### config.mk
export PLATFORM = sky130hd
export DESIGN_NAME = multibyte_add_seq
export DESIGN_NICKNAME = d
export VERILOG_FILES = /design/src/rtl/multibyte_add_seq.sv
export SDC_FILE = /design/constraint.sdc
export NUM_CORES = 1
export LEC_CHECK = 0
export ABC_AREA = 1
export CAP_MARGIN = 15
export CORE_UTILIZATION = 30
export DETAILED_ROUTE_END_ITERATION = 8
export PLACE_DENSITY = 0.56
export REMOVE_ABC_BUFFERS = 1
export SYNTH_ARGS = -nofsm -noshare
export SYNTH_HDL_FRONTEND = slang
export SYNTH_SLANG_ARGS = --single-unit
### constraint.sdc
create_clock -name clk -period 6.5 [get_ports clk]
set_input_delay 1.625 -clock clk [delete_from_list [all_inputs] [get_ports clk]]
set_output_delay 1.625 -clock clk [all_outputs]
set_load 0.05 [all_outputs]
### src/rtl/multibyte_add_seq.sv
// Wide adder built from one 8-bit slice, one byte per clock, LSB first.
// Define SUB_EN to add a 'sub' input that turns the operation into a - b.
module multibyte_add_seq #(
    parameter int NBYTES = 4
) (
    input  logic                  clk,
    input  logic                  rst,
    input  logic                  start,
    input  logic [8*NBYTES-1:0]   a,
    input  logic [8*NBYTES-1:0]   b,
    input  logic                  cin,
`ifdef SUB_EN
    input  logic                  sub,
`endif
    output logic                  busy,
    output logic                  done,
    output logic [8*NBYTES-1:0]   sum,
    output logic                  cout
);

    localparam int W  = 8 * NBYTES;
    localparam int IW = $clog2(NBYTES) + 1;

    typedef enum logic [1:0] {
        ST_IDLE = 2'd0,
        ST_RUN  = 2'd1,
        ST_DONE = 2'd2
    } state_e;

    state_e          state_q;
    logic [W-1:0]    opa_q;
    logic [W-1:0]    opb_q;
    logic [W-1:0]    work_q;
    logic [W-1:0]    sum_q;
    logic [IW-1:0]   idx_q;
    logic            carry_q;
    logic            cout_q;
    logic            busy_q;
    logic            done_q;
`ifdef SUB_EN
    logic            sub_q;
`endif

    logic [7:0]      b_byte;
    logic [7:0]      slice_sum;
    logic            slice_cout;
    logic [W-1:0]    work_d;
    logic            carry_init;

    // One 8-bit slice plus the work register with the current byte merged in.
    always_comb begin
        b_byte     = opb_q[7:0];
        carry_init = cin;
`ifdef SUB_EN
        if (sub_q) begin
            b_byte = ~opb_q[7:0];
        end
        if (sub) begin
            carry_init = 1'b1;
        end
`endif
        {slice_cout, slice_sum} = {1'b0, opa_q[7:0]} + {1'b0, b_byte} + {8'd0, carry_q};
        work_d = work_q;
        for (int i = 0; i < NBYTES; i++) begin
            if (idx_q == IW'(i)) begin
                work_d[8*i +: 8] = slice_sum;
            end
        end
    end

    // NOTE: all state updates use non-blocking assignments so every register
    // samples the pre-edge values, independent of statement order.
    always_ff @(posedge clk or posedge rst) begin
        if (rst) begin
            state_q <= ST_IDLE;
            opa_q   <= '0;
            opb_q   <= '0;
            work_q  <= '0;
            sum_q   <= '0;
            idx_q   <= '0;
            carry_q <= 1'b0;
            cout_q  <= 1'b0;
            busy_q  <= 1'b0;
            done_q  <= 1'b0;
`ifdef SUB_EN
            sub_q   <= 1'b0;
`endif
        end else begin
            case (state_q)
                ST_IDLE, ST_DONE: begin
                    done_q <= 1'b0;
                    if (start) begin
                        opa_q   <= a;
                        opb_q   <= b;
                        carry_q <= carry_init;
                        idx_q   <= '0;
                        busy_q  <= 1'b1;
                        state_q <= ST_RUN;
`ifdef SUB_EN
                        sub_q   <= sub;
`endif
                    end else begin
                        busy_q  <= 1'b0;
                        state_q <= ST_IDLE;
                    end
                end
                ST_RUN: begin
                    work_q  <= work_d;
                    carry_q <= slice_cout;
                    opa_q   <= opa_q >> 8;
                    opb_q   <= opb_q >> 8;
                    idx_q   <= idx_q + 1'b1;
                    // The result is published only once the top byte is in.
                    if (idx_q == IW'(NBYTES - 1)) begin
                        sum_q   <= work_d;
                        cout_q  <= slice_cout;
                        done_q  <= 1'b1;
                        busy_q  <= 1'b0;
                        state_q <= ST_DONE;
                    end
                end
                default: begin
                    busy_q  <= 1'b0;
                    done_q  <= 1'b0;
                    state_q <= ST_IDLE;
                end
            endcase
        end
    end

    assign busy = busy_q;
    assign done = done_q;
    assign sum  = sum_q;
    assign cout = cout_q;

endmodule

== Word level (Yosys, flattened, before mapping) ==
Index checks and enable logic that the tools add are counted.

* Add/subtract/negate cells: 3
* Eq/ne operators: 7
* Mux-type cells: 20
* Reductions and logical operators: 6

{| class="wikitable"
|+ Operators with widths
! operator !! count
|-
| 32-bit one-hot mux with 2 select lines || 2
|-
| 32-bit 2-to-1 mux || 2
|-
| 8-bit 2-to-1 mux || 4
|-
| 8-bit by 8-bit adder with 9-bit output || 1
|-
| 9-bit by 1-bit adder with 9-bit output || 1
|-
| 3-bit by 2-bit == test with 1-bit output, second input constant || 2
|-
| 1-bit 2-to-1 mux || 6
|-
| 3-bit one-hot mux with 2 select lines || 1
|-
| 2-bit inequality test, second input constant || 2
|-
| 1-bit one-hot mux with 2 select lines || 2
|-
| 2-bit one-hot mux with 2 select lines || 1
|-
| 2-bit AND reduction || 2
|-
| 3-bit by 1-bit adder with 3-bit output, second input constant || 1
|-
| 3-bit by 1-bit == test with 1-bit output, second input constant || 1
|-
| 3-bit zero test || 1
|-
| 3-bit 2-to-1 mux || 1
|-
| 2-bit by 1-bit == test with 1-bit output, second input constant || 1
|-
| 2-bit == test, second input constant || 1
|-
| 2-bit zero test || 1
|-
| 2-bit 2-to-1 mux || 1
|-
| 2-bit nonzero test || 1
|-
| 2-bit OR reduction || 1
|}

* Bits in registers: 137
* Output and inout bits: 35
* Word-level logic and storage cells: 46

== Longest topological paths before layout ==
* Depth in word-level cells: 4
* Depth in mapped cells: 10
* Depth with buffers taken out: 10

== Worst setup path before layout ==
OpenSTA, ideal clock, no wires.

* Kind: input port to flip-flop
* Start: input start
* End: register opb_q[11]
* Arrival time: 2470 ps
* Setup slack: 3897 ps
* Cell stages on the path: 6
* Path buffers: 3
* Cells stage by stage: buf_2 nand2_2 buf_2 buf_2 nor3_1 a221oi_2

* Word-level cells in the longest chain between the ends: 2

{| class="wikitable"
|+ Ends and longest elaborated chain
! element !! RTL line !! text
|-
| start, declared || 8 || <nowiki>input logic start,</nowiki>
|-
| 2-bit inequality test (no line) || - ||
|-
| 2-bit AND reduction (no line) || - ||
|-
| end signal, assigned || 111 || <nowiki>opb_q <= opb_q >> 8;</nowiki>
|-
| end, declared || 32 || <nowiki>logic [W-1:0] opb_q;</nowiki>
|}

Every way passes these cells.
A chain may end at the register's enable or synchronous reset.

== Worst setup path in the final report ==
* Start: input start
* End: register opa_q[22]

* Word-level cells in the longest chain between the ends: 2

{| class="wikitable"
|+ Ends and longest elaborated chain
! element !! RTL line !! text
|-
| 2-bit inequality test (no line) || - ||
|-
| 2-bit AND reduction (no line) || - ||
|-
| end signal, assigned || 110 || <nowiki>opa_q <= opa_q >> 8;</nowiki>
|-
| end, declared || 31 || <nowiki>logic [W-1:0] opa_q;</nowiki>
|}

Every way passes these cells.

==> flow_metrics.env <==
export IMPL_dp_hpwl_um=9414
export IMPL_synth_cell_types=28
export IMPL_path_max_fanout=36
export IMPL_synth_edf_count=0
export IMPL_grt_pass1_vias=4484
export IMPL_place_area_mm2=0.007213
export IMPL_cts_hold_buf=0
export IMPL_cp_cell_sequence="clkdlybuf4s50_1, nand2_2, nand2_4, inv_2, a221oi_1"
export IMPL_regToRegStartpoint="state_q[0]$_DFFE_PP0P_"
export IMPL_synth_seq_cells=127
export IMPL_wl_per_cell_um=14.01
export IMPL_setup_worst_path_start_class="input port"
export IMPL_crit_path_end_kind="register"
export IMPL_die_y_um=143.7
export IMPL_drtIter0Drc=313
export IMPL_portBuffers=102
export IMPL_postCtsResizedCells=0
export IMPL_worst_r2r_setup_slack_ps=3790
export IMPL_netlist_area_mm2=0.006021
export IMPL_cts_sinks=127
export IMPL_slowest_stage="clkdlybuf4s50_1"
export IMPL_hold_viol=0
export IMPL_place_gp_congestion=0.7335
export IMPL_cts_root_buf="clkbuf_16"
export IMPL_synth_main_ff_cell="dfrtp_1"
export IMPL_reg2regPathDepth=6
export IMPL_whs_path_depth=2
export IMPL_vias=4618
export IMPL_min_to="work_q[21]$_DFFE_PP0P_"
export IMPL_final_area_mm2=0.007781
export IMPL_n_fill_cell=1981
export IMPL_async_flop_share_pct=100.0
export IMPL_hp_start="work_q[21]$_DFFE_PP0P_"
export IMPL_post_cts_buffers=0
export IMPL_cts_buffer_depth=2
export IMPL_drive_above_1_share_pct=11.46
export IMPL_ant_nets=0
export IMPL_drc_errors=0
export IMPL_grt_pass1_wl_um=23290
export IMPL_setup_tns_ps=0
export IMPL_crit_type="in2reg"
export IMPL_grt_max_degree=98
export IMPL_slew_violations=0
export IMPL_finalNetCount=811
export IMPL_drt_pass1_iterations=4
export IMPL_grtUsageTotal_pct=14.94
export IMPL_die_area_mm2=0.02064
export IMPL_slew_headroom_pct=25.60
export IMPL_rows=51
export IMPL_cp_startpoint="start"
export IMPL_clkLatencyLatePin_ps=420
export IMPL_io_pins=103
export IMPL_critPathBufInv=2
export IMPL_routed_via_density=4.586
export IMPL_initial_core_util_pct=30.73
export IMPL_die_w_um=143.7
export IMPL_leakage_nw=3.492
export IMPL_synth_seq_area_share_pct=52.78
export IMPL_vdd_drop_max_v=0.0002995
export IMPL_clkTransAtPathRegs_ps=50
export IMPL_n_antenna_cell=0
export IMPL_skew_ps=7.314
export IMPL_cpLargestDelayFamily="buffers and inverters"
export IMPL_grt_antenna_before_repair=0
export IMPL_synthToLayoutAreaGrowth_pct=29.24
export IMPL_arrival_ps=3970
export IMPL_rsz0062_at_grt="no"
export IMPL_fmax_ghz=0.2681
export IMPL_worst_pin_slew_ps=1116
export IMPL_cp_required_ps=6740
export IMPL_syn_avg_cell_area_um2=9.364
export IMPL_pwr_density_cell_mw_per_mm2=592.1
export IMPL_yosysWarnings=0
export IMPL_cap_violations=0
export IMPL_synthCells=643
export IMPL_hp_class="reg2reg"
export IMPL_status="finished, final reports clean"
export IMPL_crit_path_max_incr_delay_ps=840
export IMPL_period_minus_slack_ps=3730
export IMPL_routed_wl_um=14110
export IMPL_fin_crit_sh_pct=57.39
export IMPL_cts_tree="built"
export IMPL_numCtsBuffers=17
export IMPL_setup_viol=0
export IMPL_ctsHtreeMaxLevel=4
export IMPL_reg2reg_to="opa_q[22]$_DFFE_PP0P_"
export IMPL_grt_overflow=0
export IMPL_design_core_area_mm2=0.01959
-- per-layer routing --
| layer | GRT usage [%] | vias up | share of wire, % |
|---|---|---|---|
| met3 | 3.332 | 18 | 4.2 |
| met5 | 0 | - | 0 |
| met4 | 6.383 | 0 | 1.6 |
| met1 | 21.39 | 2151 | 52 |
| met2 | 21.49 | 111 | 42 |
| li1 | - | 2338 | - |
-- metrics by stage --
stage / setup WS (ps) / total power, mW / hold slack [ps] / utilization [%] / cells
global route: 2611 / 4.989 / 490.4 / 39.72 / 1007
finish: 2770 / 4.607 / 470.1 / 39.72 / 1007
floorplan: 114.9 / 3.082 / 441.7 / - / 603
detailed placement: 2323 / 3.755 / 458.4 / 36.82 / 975
CTS: 2764 / 4.669 / 473.8 / 39.72 / 1007
global placement: 2398 / 3.713 / 453.2 / 36.82 / 975
-- flip-flops by register name, summed over array words and instances, names as in the netlist --
register	cells
opa_q	32
sum	32
state_q	1
done	1
carry_q	1
cout	1
work_q	24
opb_q	32
idx_q	3
-- cells in the final DEF (no fill, tap or decap), types with 3 or more instances in the layout --
master,n
inv_2,3
clkinv_2,5
dfrtp_1,127
a221oi_1,3
clkbuf_8,8
nand3_1,67
nor3_1,48
a211oi_1,16
nor2_1,17
clkbuf_16,17
clkdlybuf4s50_1,102
buf_4,5
nand2_1,124
inv_1,74
mux2i_1,6
o21ai_0,48
a21oi_1,5
a221oi_2,29
ha_1,12
or2_2,13
-- worst min-delay path, stage by stage, from the launching register on --
cell	delay (ps)
dfrtp_1	330
nand2_1	50
nand2_1	60
-- worst max-delay path by stage --
stage | to | slack (ps) | cells past startpoint
floorplan | sum[29]$_DFFE_PP0P_ | 110 | 7
global placement | opa_q[22]$_DFFE_PP0P_ | 2400 | 5
detailed placement | opa_q[22]$_DFFE_PP0P_ | 2320 | 5
CTS | opa_q[22]$_DFFE_PP0P_ | 2760 | 5
global route | opa_q[23]$_DFFE_PP0P_ | 2610 | 5
finish | opa_q[22]$_DFFE_PP0P_ | 2770 | 5
-- cell type report --
class	instances	area [µm²]	area share, %
Sequential cell	127	3178	40.84
Multi-Input combinational cell	397	2344	30.12
Timing Repair Buffer	107	1059	13.60
Tap cell	265	331.6	4.261
Inverter	79	301.5	3.875
Clock inverter	5	25.02	0.3216
Clock buffer	27	543.0	6.979
-- cell families after synthesis --
family / synth area share, %
simple gates: 20.22
xor+xnor: 0.2910
fa+ha+maj: 3.159
buf+inv: 8.375
flops: 52.78
mux: 0.9975
compound gates: 14.17
-- power breakdown --
| group | switching (mW) | internal (mW) | total (mW) |
|---|---|---|---|
| logic | 1.55 | 0.823 | 2.38 |
| clock network | 0.325 | 0.565 | 0.890 |
| registers | 0.162 | 1.18 | 1.34 |
| total | 2.04 | 2.57 | 4.61 |
-- Yosys cell counts, drive strengths merged (13+ instances only) --
cell,instances,area (µm²)
a211oi,16,120.1
a221oi,32,461.7
buf,24,143.9
clkbuf,16,61.30
dfrtp,127,3178
inv,79,299.0
nand2,126,483.0
nand3,67,335.3
nor2,18,70.07
nor3,48,240.2
o21ai,48,240.2
or2,13,81.33
Power figures use the tool's default switching activity.
